`config.mk`:
```
export PLATFORM = sky130hd
export DESIGN_NAME = preamble_0100_tx
export DESIGN_NICKNAME = d
export VERILOG_FILES = /design/src/rtl/preamble_0100_tx_pkg.sv /design/src/rtl/preamble_0100_tx_shift.sv /design/src/rtl/preamble_0100_tx.sv
export SDC_FILE = /design/constraint.sdc
export NUM_CORES = 1
export LEC_CHECK = 0
export CORE_MARGIN = 2
export CORE_UTILIZATION = 45
export DETAILED_ROUTE_END_ITERATION = 12
export PLACE_DENSITY = 0.83
export SLEW_MARGIN = 15
export SYNTH_ARGS = -nofsm -noshare
export SYNTH_HDL_FRONTEND = slang
export SYNTH_SLANG_ARGS = --single-unit
```
`constraint.sdc`:
```
create_clock -name clk -period 3 [get_ports clk]
set_input_delay 0.6 -clock clk [delete_from_list [all_inputs] [get_ports clk]]
set_output_delay 0.6 -clock clk [all_outputs]
set_load 0.01 [all_outputs]
```
`src/rtl/preamble_0100_tx_pkg.sv`:
```
// Shared definitions for the 0100-preamble serial transmitter.
// State encoding, preamble constants and small helpers.
package preamble_0100_tx_pkg;

    typedef enum logic [2:0] {
        IDLE = 3'd0,
        PRE  = 3'd1,
        DATA = 3'd2,
        PAR  = 3'd3,
        STOP = 3'd4
    } state_t;

    localparam logic [3:0] PREAMBLE = 4'b0100;
    localparam int         PRE_LEN  = 4;
    localparam logic [1:0] PRE_LAST = 2'(PRE_LEN - 1);

    // Counter width: enough to hold max(PRE_LEN, data_w) without wrapping.
    function automatic int cnt_width(input int data_w);
        int m;
        m = (data_w > PRE_LEN) ? data_w : PRE_LEN;
        return $clog2(m + 1);
    endfunction

    // Preamble bit number idx, counted from the first bit on the wire.
    function automatic logic pre_bit(input logic [1:0] idx);
        logic [3:0] p;
        p = PREAMBLE;
        return p[PRE_LAST - idx];
    endfunction

endpackage

```
`src/rtl/preamble_0100_tx_shift.sv`:
```
// Payload shifter: parallel load, MSB-first shift,
// running even parity over the bits shifted out.
module frame_shift_reg
    import preamble_0100_tx_pkg::*;
#(
    parameter int DATA_W = 8
) (
    input  logic              clk,
    input  logic              reset,
    input  logic              load,
    input  logic [DATA_W-1:0] load_data,
    input  logic              shift,
    output logic              msb,
    output logic              parity
);

    logic [DATA_W-1:0] sr;
    logic              par;

    // Load a new word, or shift one bit out and fold it into the parity.
    always_ff @(posedge clk) begin
        if (reset) begin
            sr  <= '0;
            par <= 1'b0;
        end else if (load) begin
            sr  <= load_data;
            par <= 1'b0;
        end else if (shift) begin
            sr  <= sr << 1;
            par <= par ^ sr[DATA_W-1];
        end
    end

    assign msb    = sr[DATA_W-1];
    assign parity = par;

endmodule

```
`src/rtl/preamble_0100_tx.sv`:
```
// Serial frame transmitter: preamble 0100, payload MSB first,
// optional even parity, one stop bit; idle line high.
module preamble_0100_tx
    import preamble_0100_tx_pkg::*;
#(
    parameter int DATA_W    = 8,
    parameter int PARITY_EN = 0
) (
    input  logic              clk,
    input  logic              reset,
    input  logic [DATA_W-1:0] in_data,
    input  logic              in_valid,
    output logic              in_ready,
    output logic              y,
    output logic              busy,
    output logic              frame_done
);

    localparam int            CW       = cnt_width(DATA_W);
    localparam logic [CW-1:0] PRE_END  = CW'(PRE_LEN - 1);
    localparam logic [CW-1:0] DATA_END = CW'(DATA_W - 1);

    state_t        state;
    state_t        state_n;
    logic [CW-1:0] cnt;
    logic [CW-1:0] cnt_n;
    logic          y_n;
    logic          accept;
    logic          load;
    logic          shift;
    logic          sr_msb;
    logic          sr_par;

    assign in_ready   = (state == IDLE) || (state == STOP);
    assign accept     = in_valid && in_ready;
    assign busy       = (state == PRE) || (state == DATA) || (state == PAR);
    assign frame_done = (state == STOP);

    frame_shift_reg #(
        .DATA_W(DATA_W)
    ) u_shift (
        .clk      (clk),
        .reset    (reset),
        .load     (load),
        .load_data(in_data),
        .shift    (shift),
        .msb      (sr_msb),
        .parity   (sr_par)
    );

    // Next state, counter and the bit y will carry in the next state.
    // A bit is shifted out of the payload register as it is latched into y.
    always_comb begin
        state_n = state;
        cnt_n   = cnt;
        y_n     = 1'b1;
        load    = 1'b0;
        shift   = 1'b0;
        case (state)
            IDLE, STOP: begin
                cnt_n = '0;
                if (accept) begin
                    state_n = PRE;
                    y_n     = pre_bit(2'd0);
                    load    = 1'b1;
                end else begin
                    state_n = IDLE;
                end
            end
            PRE: begin
                if (cnt == PRE_END) begin
                    state_n = DATA;
                    cnt_n   = '0;
                    y_n     = sr_msb;
                    shift   = 1'b1;
                end else begin
                    cnt_n = cnt + 1'b1;
                    y_n   = pre_bit(cnt[1:0] + 2'd1);
                end
            end
            DATA: begin
                if (cnt == DATA_END) begin
                    cnt_n = '0;
                    if (PARITY_EN != 0) begin
                        state_n = PAR;
                        y_n     = sr_par;
                    end else begin
                        state_n = STOP;
                    end
                end else begin
                    cnt_n = cnt + 1'b1;
                    y_n   = sr_msb;
                    shift = 1'b1;
                end
            end
            PAR: begin
                state_n = STOP;
                cnt_n   = '0;
            end
            default: begin
                state_n = IDLE;
                cnt_n   = '0;
            end
        endcase
    end

    // State, counter and registered serial output.
    always_ff @(posedge clk) begin
        if (reset) begin
            state <= IDLE;
            cnt   <= '0;
            y     <= 1'b1;
        end else begin
            state <= state_n;
            cnt   <= cnt_n;
            y     <= y_n;
        end
    end

endmodule
```
# --- Word level (Yosys, flattened, before mapping) ---
# Cells that the tools add are included.
# Widths: inputs -> output; s select.
word_totals:
  register_bits: 16
  in_bits: 11
  output_inout_bits: 4
  word_cells: 44
op_classes:
  add_sub_neg: 3
  n_lt_le_gt_ge: 1
  eq_ne: 8
  n_mux: 20
  reduce_logical: 8
ops:
  columns: ["cell", "count"]
  rows:
  - ["$mux 8", 2]
  - ["$pmux 3 s4", 1]
  - ["$mux 1", 9]
  - ["$mux 4", 2]
  - ["$pmux 4 s2", 1]
  - ["$eq 3x2->1 const B", 2]
  - ["$mux 3", 2]
  - ["$add 4x1->4 const B", 1]
  - ["$eq 4x2->1 const B", 1]
  - ["$eq 4x3->1 const B", 1]
  - ["$ne 2x1->1 const B", 2]
  - ["$eq 3x1->1 const B", 1]
  - ["$eq 3x3->1 const B", 1]
  - ["$logic_not 3->1", 1]
  - ["$logic_or 1x1->1", 3]
  - ["$lt 2x3->1 const B", 1]
  - ["$pmux 1 s3", 1]
  - ["$add 2x1->2 const B", 1]
  - ["$bmux 1 s2", 1]
  - ["$pmux 1 s2", 1]
  - ["$reduce_and 2->1", 1]
  - ["$reduce_bool 2->1", 1]
  - ["$reduce_or 2->1", 1]
  - ["$sub 2x2->2 const A", 1]
  - ["$logic_and 1x1->1", 1]

# --- Longest topological paths before layout ---
# Gate-level depths: netlist of the first run.
depth:
  ltp_word: 6
  mapped_depth: 5
  ltp_nobuf: 5

# --- Modules after synthesis ---
# Synthesis of the first run repeated with hierarchy kept, for this count alone.
unflattened:
  hier_cells: 92
  area_unflattened_um2: 877.1
by_module_without_submodules:
  columns: ["mod", "instances", "cells_each", "area_per_inst_um2", "seq_area_each_um2"]
  rows:
  - ["preamble_0100_tx", 1, 52, 460.4, 160.2]
  - ["frame_shift_reg", 1, 40, 416.6, 180.2]

# --- Worst setup path before layout of the first run ---
# OpenSTA, ideal clock, no wires.
synth_timing:
  kind: "register -> register"
  startpoint: "reg cnt[0]"
  endpoint: "reg u_shift.sr[1]"
  setup_ps: 137
  t_arrival_ps: 1691
  required_time_ps: 2863
  path_slack_ps: 1171
  stages_incl_launch_ff: 6
  n_path_buf: 0
  synth_period_minus_slack_ps: 1829
  path_cell_list: "dfxtp_1 ha_1 or3b_4 o32ai_4 mux2i_1 a211oi_1"
synth_between:
  elab_chain_cells: 4
  word_cells_on_any_way: 6
  cone_classes: "eq/ne (2); mux (3); reduce/logical (1)"
synth_lines:
  columns: ["item", "line", "source"]
  rows:
  - ["start: declaration", "preamble_0100_tx.sv:25", "logic [CW-1:0] cnt;"]
  - ["start signal: assignment", "preamble_0100_tx.sv:115", "cnt <= cnt_n;"]
  - ["$eq 4x3->1 / $eq 4x2->1 (equally long branches)", "preamble_0100_tx.sv:82, preamble_0100_tx.sv:71", null]
  - ["$mux 1 (on tied branches)", "preamble_0100_tx.sv:82, preamble_0100_tx.sv:71", null]
  - ["$pmux 1 s2 *", "preamble_0100_tx.sv:59", "case (state)"]
  - ["$reduce_bool 2->1 (no source line) *", null, null]
  - ["end signal: assignment", "preamble_0100_tx_shift.sv:26", "sr <= load_data;"]
  - ["end signal: assignment", "preamble_0100_tx_shift.sv:29", "sr <= sr << 1;"]
  - ["end: declaration", "preamble_0100_tx_shift.sv:17", "logic [DATA_W-1:0] sr;"]
# Mark *: on every way between the ends. The rest lies on a longest branch, timed or not.
# A chain may end at the register's enable or synchronous reset.

# --- Worst setup path after layout of the first run ---
layout_timing:
  startpoint: "reg state[1]"
  endpoint: "out frame_done"
layout_between:
  elab_chain_cells: 1
layout_lines:
  columns: ["item", "line", "source"]
  rows:
  - ["start: declaration", "preamble_0100_tx.sv:23", "state_t state;"]
  - ["start signal: assignment", "preamble_0100_tx.sv:114", "state <= state_n;"]
  - ["$eq 3x3->1", "preamble_0100_tx.sv:37", "assign frame_done = (state == STOP);"]
  - ["end: declaration", "preamble_0100_tx.sv:16", "output logic frame_done"]
# No other way between the ends.

==> qor.csv, run 1 <==
stage,metric,value,unit
clocking,clk_latency,0.27,ns
finish,drive_gt1_share,6.06,%
route,via_count,631,
route,drcViolationCount,0,
synth,synth-seq-cells,16,
pwr,leakage,0.352,nW
die,ios,15,
critical_path,worst-path-max-fanout,7,
synth,ys.flop_type,dfxtp_1,
sta,hold_viol,0,
global_route,grt_max_degree,17,
clocking,h-tree-depth,1,
route,postRouteAntennaNets,0,
placed_design,place_ws,0.989,ns
global_route,grt_pass1_wl,2.68,mm
synth,seq_area_frac_synth,41.6,%
route,vias_per_cell,5.49,
pwr,power_density,421,mW/mm^2
sta,setup_violations,0,
flow_run,drv_cap,0,
clocking,cts_tree,built,
route,wl_met3,41,um
sta,setup_ws,0.811,ns
finish,final-seq-area,320,sq um
die,row_count,14,
placed_design,place_congestion,0.823,
finish,n_antenna_cell,0,
synth,syn-num-nets,98,
synth,async_flop_share,0,%
sta,slew_headroom,65.7,%
critical_path,critPathCaptureType,primary output,
synth,yosys_warnings,0,
critical_path,startpoint,state[1]$_SDFFE_PP0P_,
synth,synth.cell_area,771,sq um
pwr,power,0.000397,W
clocking,numCtsBuffers,3,
finish,area_growth,22.2,%
route,initialDrtViolationCount,12,
global_route,antenna_found_initial,0,
synth,synth_edf_count,0,
die,coreArea,0.00156,sq mm
clocking,post_cts_resized,0,
clocking,cts_setup_buffers,0,
critical_path,endpoint,frame_done,
sta,rsz0062_at_grt,no,
synth,syn_area_per_cell,9.07,sq um
sta,drv_slew,0,
global_route,grt_overflow,0,
synth,synth_top_area_share,41.6,%
placed_design,dpl.cell_count,112,
route,wl,1.59,mm
clocking,root_buffer,clkbuf_4,
clocking,clk_pin_slew_worst_paths,0.09,ns
clocking,clockBufferDepth,2,
critical_path,r2r_end,u_shift.sr[1]$_SDFFE_PP0P_,
finish,final_area,942,sq um
critical_path,reg2reg_slack,0.97,ns
sta,skew,0.00273,ns
sta,max_freq,0.457,GHz
pwr,ir_worst_vdd,0.242,mV
sta,finalCritPeriodShare,73.0,%
finish,final_cells,115,
critical_path,r2r_start,cnt[0]$_SDFF_PP0_,
critical_path,r2r_cells,5,
finish,fillCellCount,141,
route,drt-met1-wl,722,um
die,fp.dieH,45.4,um
sta,finalCriticalPeriod,2.19,ns
global_route,grt_usage,17.8,%
worst_hold_path,worstHoldPathType,reg -> reg,
finish,multiInputGateArea,424,sq um
outcome,status,"finished, final reports clean",
synth,synth.area.top_cells,"dfxtp_1, mux2i_1, a211oi_1",
placed_design,io_buffers,14,
global_route,grt_pass1_vias,650,
placed_design,place_hpwl,1.21,mm
finish,nNetsFinal,114,
route,highest_layer,met4,
synth,synth_common_cells,"dfxtp_1, nor2_1, a211oi_1",
critical_path,worstSetupStartpointType,flip-flop,
synth,yosysTopAreaCell,dfxtp_1,
clocking,postCtsHoldBufs,0,
die,start_util,49.4,%
route,wl_met2,810,um
route,wl_per_cell,13.8,um
critical_path,critPathRequiredTime,2.40,ns
route,first_pass_iters,4,
critical_path,cp.arrival,1.59,ns
clocking,cts_sinks,16,
synth,synth_cell_types,27,
sta,finalSetupTns,0,ns
die,die_x,45.4,um
critical_path,crit_type,reg -> out,
sta,worst_slew_pin_slew,0.514,ns
synth,syn_inst,85,
synth,synth_most_common_cell,dfxtp_1,
placed_design,dpl_cell_area,920,sq um
die,dieArea,0.00206,sq mm
final cells by class:
| class | count | share of cell area (%) |
|---|---|---|
| timing repair buffer | 14 | 14.9 |
| clock buffer | 3 | 2.39 |
| inverter | 4 | 1.59 |
| multi-input combinational | 62 | 45.0 |
| tap | 16 | 2.12 |
| sequential | 16 | 34.0 |
through the flow:
step	hold WS, ns	util (%)
3_5_place_dp	0.454	59.0
2_1_floorplan	0.430	-
6_report	0.471	60.4
4_1_cts	0.475	60.4
3_3_place_gp	0.446	59.0
5_1_grt	0.514	60.4
how the worst min path moves through the flow:
stage / startpoint / to / slack (ns) / cells past startpoint
floorplan: cnt[0]$_SDFF_PP0_ / cnt[0]$_SDFF_PP0_ / 0.43 / 1
global placement: cnt[0]$_SDFF_PP0_ / cnt[0]$_SDFF_PP0_ / 0.45 / 1
detailed placement: cnt[0]$_SDFF_PP0_ / cnt[0]$_SDFF_PP0_ / 0.45 / 1
CTS: cnt[0]$_SDFF_PP0_ / cnt[0]$_SDFF_PP0_ / 0.47 / 1
global route: cnt[0]$_SDFF_PP0_ / cnt[0]$_SDFF_PP0_ / 0.51 / 1
finish: cnt[0]$_SDFF_PP0_ / cnt[0]$_SDFF_PP0_ / 0.47 / 1
report_power, final:
part	leakage (nW)	switching, W	total [W]	internal [W]
registers	0.131	0.00000763	0.000232	0.000224
logic	0.207	0.0000264	0.0000568	0.0000304
clock network	0.0138	0.0000616	0.000108	0.0000464
total	0.352	0.0000957	0.000397	0.000301
critical path: stages (launching register included):
cell             delay [ns]
dfxtp_1                0.37
nor2_1                 0.24
and2_1                 0.16
clkdlybuf4s50_1        0.54
state kept, by name, summed over array words and instances, names as in the netlist:
name,cells
y,1
state,3
cnt,4
u_shift.sr,8
layout by cell type, fill, tap and decap left out, types with 2 or more instances in the layout:
cell type | Yosys | routed
nor2_1 | 15 | 15
nand3_1 | 2 | 2
clkbuf_4 | 0 | 3
clkdlybuf4s50_1 | 0 | 14
nand2b_1 | 3 | 3
nand2_1 | 5 | 5
a211oi_1 | 8 | 8
a21oi_1 | 4 | 4
ha_1 | 2 | 2
inv_1 | 4 | 4
mux2i_1 | 7 | 7
dfxtp_1 | 16 | 16
routing by layer:
layer / global-route usage, % / up-vias
met5: 0 / -
met4: 5.29 / 0
met3: 3.57 / 2
met2: 30.1 / 10
met1: 22.6 / 293
li1: - / 326
kinds of logic (layout without fill, tap and decap cells):
family                   Yosys count  after routing  synth area share (%)
flip-flops                        16             16                  41.6
multiplexers                       7              7                  9.09
AND/OR/NAND/NOR                   35             35                  23.5
buffers and inverters              7             21                  3.41
adder cells (fa/ha/maj)            2              2                  3.25
XOR/XNOR                           1              1                  1.14
AO/OA/AOI/OAI                     17             17                  18.0
(Power assumes the default switching activity.)
==> inputs of run 2 (changes only) <==
- clock period: 3 -> 2.05 ns (I/O delays scaled with it)
==> run 2 against run 1 <==
Clock skew down 0.0018 ns. Routed wire length down 2.5%. Utilization up 2.4 points. Non-clock buffer count up 2. Combinational power up 50%. Register-to-register slack worse by 0.83 ns. Critical path type unchanged. Final cell count up 2.6%. Die area unchanged. Worst hold slack better by 0.019 ns. First-iteration DRC count up 75%. Critical path depth unchanged. Total power up 60%.
==> qor.csv, run 2 (same netlist as run 1, synthesis figures left out) <==
stage,metric,value,unit
global_route,antenna_found_initial,0,
critical_path,critPathRequiredTime,1.64,ns
clocking,clk_latency,0.28,ns
finish,layout_common_cells,"dfxtp_1, nor2_1, clkdlybuf4s50_1",
finish,regMostFlops,u_shift.sr,
die,ios,15,
critical_path,crit_slowest_cell,clkdlybuf4s50_1,
sta,slew_headroom,68.5,%
sta,finalCritPeriodShare,94.8,%
die,coreArea,0.00156,sq mm
critical_path,path_buf_inv,1,
clocking,h-tree-depth,1,
placed_design,place_ws,0.137,ns
finish,final_common_cell,dfxtp_1,
die,dieArea,0.00206,sq mm
flow_run,drv_cap,0,
clocking,cts_sinks,16,
critical_path,critPathCaptureType,primary output,
global_route,grt_usage,17.3,%
finish,drive_gt1_share,10.8,%
sta,setup_ws,0.107,ns
critical_path,worstSetupStartpointType,flip-flop,
finish,area_growth,27.1,%
route,initialDrtViolationCount,21,
finish,largest_reg_flops,8,
route,wl_per_cell,13.1,um
sta,worst_slew_pin_slew,0.471,ns
global_route,grt_max_degree,17,
pwr,leakage,0.368,nW
sta,skew,0.000891,ns
outcome,status,"finished, final reports clean",
placed_design,place_hpwl,1.15,mm
placed_design,place_congestion,0.899,
placed_design,io_buffers,14,
pwr,power,0.000633,W
clocking,clockBufferDepth,2,
clocking,cts_setup_buffers,0,
finish,reg.largest.list,"u_shift.sr x8, cnt x4, state x3",
global_route,grt_overflow,0,
worst_hold_path,worstHoldPathType,reg -> reg,
global_route,grt_pass1_wl,2.56,mm
die,row_count,14,
critical_path,worst-path-max-fanout,6,
critical_path,cp.arrival,1.53,ns
finish,multiInputGateArea,429,sq um
route,vias_per_cell,5.47,
route,wl,1.55,mm
route,first_pass_iters,4,
finish,final-seq-area,320,sq um
critical_path,crit_family,buffers and inverters,
clocking,cts_tree,built,
route,via_count,646,
sta,finalCriticalPeriod,1.94,ns
finish,fillCellCount,133,
sta,max_freq,0.515,GHz
clocking,root_buffer,clkbuf_4,
finish,n_antenna_cell,0,
placed_design,dpl_cell_area,935,sq um
die,die_x,45.4,um
finish,nNetsFinal,116,
clocking,numCtsBuffers,3,
critical_path,crit_path_max_incr_delay,0.53,ns
critical_path,crit_path_cell_trace,nor2_2 -> and2_1 -> clkdlybuf4s50_1,
pwr,ir_worst_vdd,0.411,mV
sta,finalSetupTns,0,ns
die,fp.dieH,45.4,um
die,start_util,49.4,%
sta,hold_viol,0,
finish,final_area,980,sq um
global_route,grt_pass1_vias,602,
sta,setup_violations,0,
route,postRouteAntennaNets,0,
pwr,power_density,647,mW/mm^2
clocking,clk_pin_slew_worst_paths,0.09,ns
critical_path,crit_type,reg -> out,
sta,drv_slew,0,
route,drcViolationCount,0,
[run 2: changes by cell type in the layout (fill, tap and decap cells not counted), sizes merged]
cell and delta:
clkbuf +1, buf +2
[run 2: path summary, 6_finish.rpt]
path                              start                    endpoint  slack [ns]  depth (start not counted)
max reg2reg           cnt[0]$_SDFF_PP0_  u_shift.sr[1]$_SDFFE_PP0P_        0.14                          6
min          u_shift.sr[0]$_SDFFE_PP0P_  u_shift.sr[0]$_SDFFE_PP0P_        0.49                          2
min reg2reg  u_shift.sr[0]$_SDFFE_PP0P_  u_shift.sr[0]$_SDFFE_PP0P_        0.49                          2
max               state[0]$_SDFFE_PP0P_                  frame_done        0.11                          3
[run 2: report_power, final]
part / total (W) / internal [W] / switching, W / leakage [nW]
Clock: 0.000208 / 0.000108 / 0.000100 / 0.0210
Sequential: 0.000340 / 0.000328 / 0.0000117 / 0.131
Combinational: 0.0000850 / 0.0000460 / 0.0000390 / 0.215
[run 2: area by class of cell]
| type | count | share of cell area, % |
|---|---|---|
| clock buffers | 4 | 3.70 |
| inverters | 4 | 1.53 |
| multi-input cells | 62 | 43.8 |
| flip-flops and latches | 16 | 32.7 |
| well taps | 16 | 2.04 |
| repair buffers | 16 | 16.2 |
[run 2: metrics by stage]
step	instances	util, %	hold WS (ns)
after floorplan	85	-	0.430
after global placement	114	60.0	0.445
after detailed placement	114	60.0	0.481
after CTS	118	62.3	0.494
after global routing	118	62.8	0.511
final	118	62.8	0.490
[run 2: worst register-to-register path: stages, from the launching register on]
cell      delay, ns
dfxtp_1        0.40
ha_2           0.22
or3b_4         0.41
o32ai_4        0.26
buf_6          0.18
mux2i_1        0.22
a211oi_1       0.09
[run 2: layer usage]
metal / GRT usage [%] / vias up / wire (um)
met5: 0 / - / 0
met2: 26.8 / 18 / 797
met4: 11.8 / 0 / 0
met1: 20.7 / 293 / 704
met3: 4.76 / 0 / 43
li1: - / 335 / -
[run 2: timing repair]
item | in CTS | in global routing
resized for setup | 0 | 3
endpoints found under the setup margin | 0 | 3
hold buffers | 0 | 0
==> inputs of run 3 (changes only) <==
- SLEW_MARGIN: 15 -> 20
==> results of run 3 <==
Same layout as run 2: the final DEF is identical, and so are final timing and power.
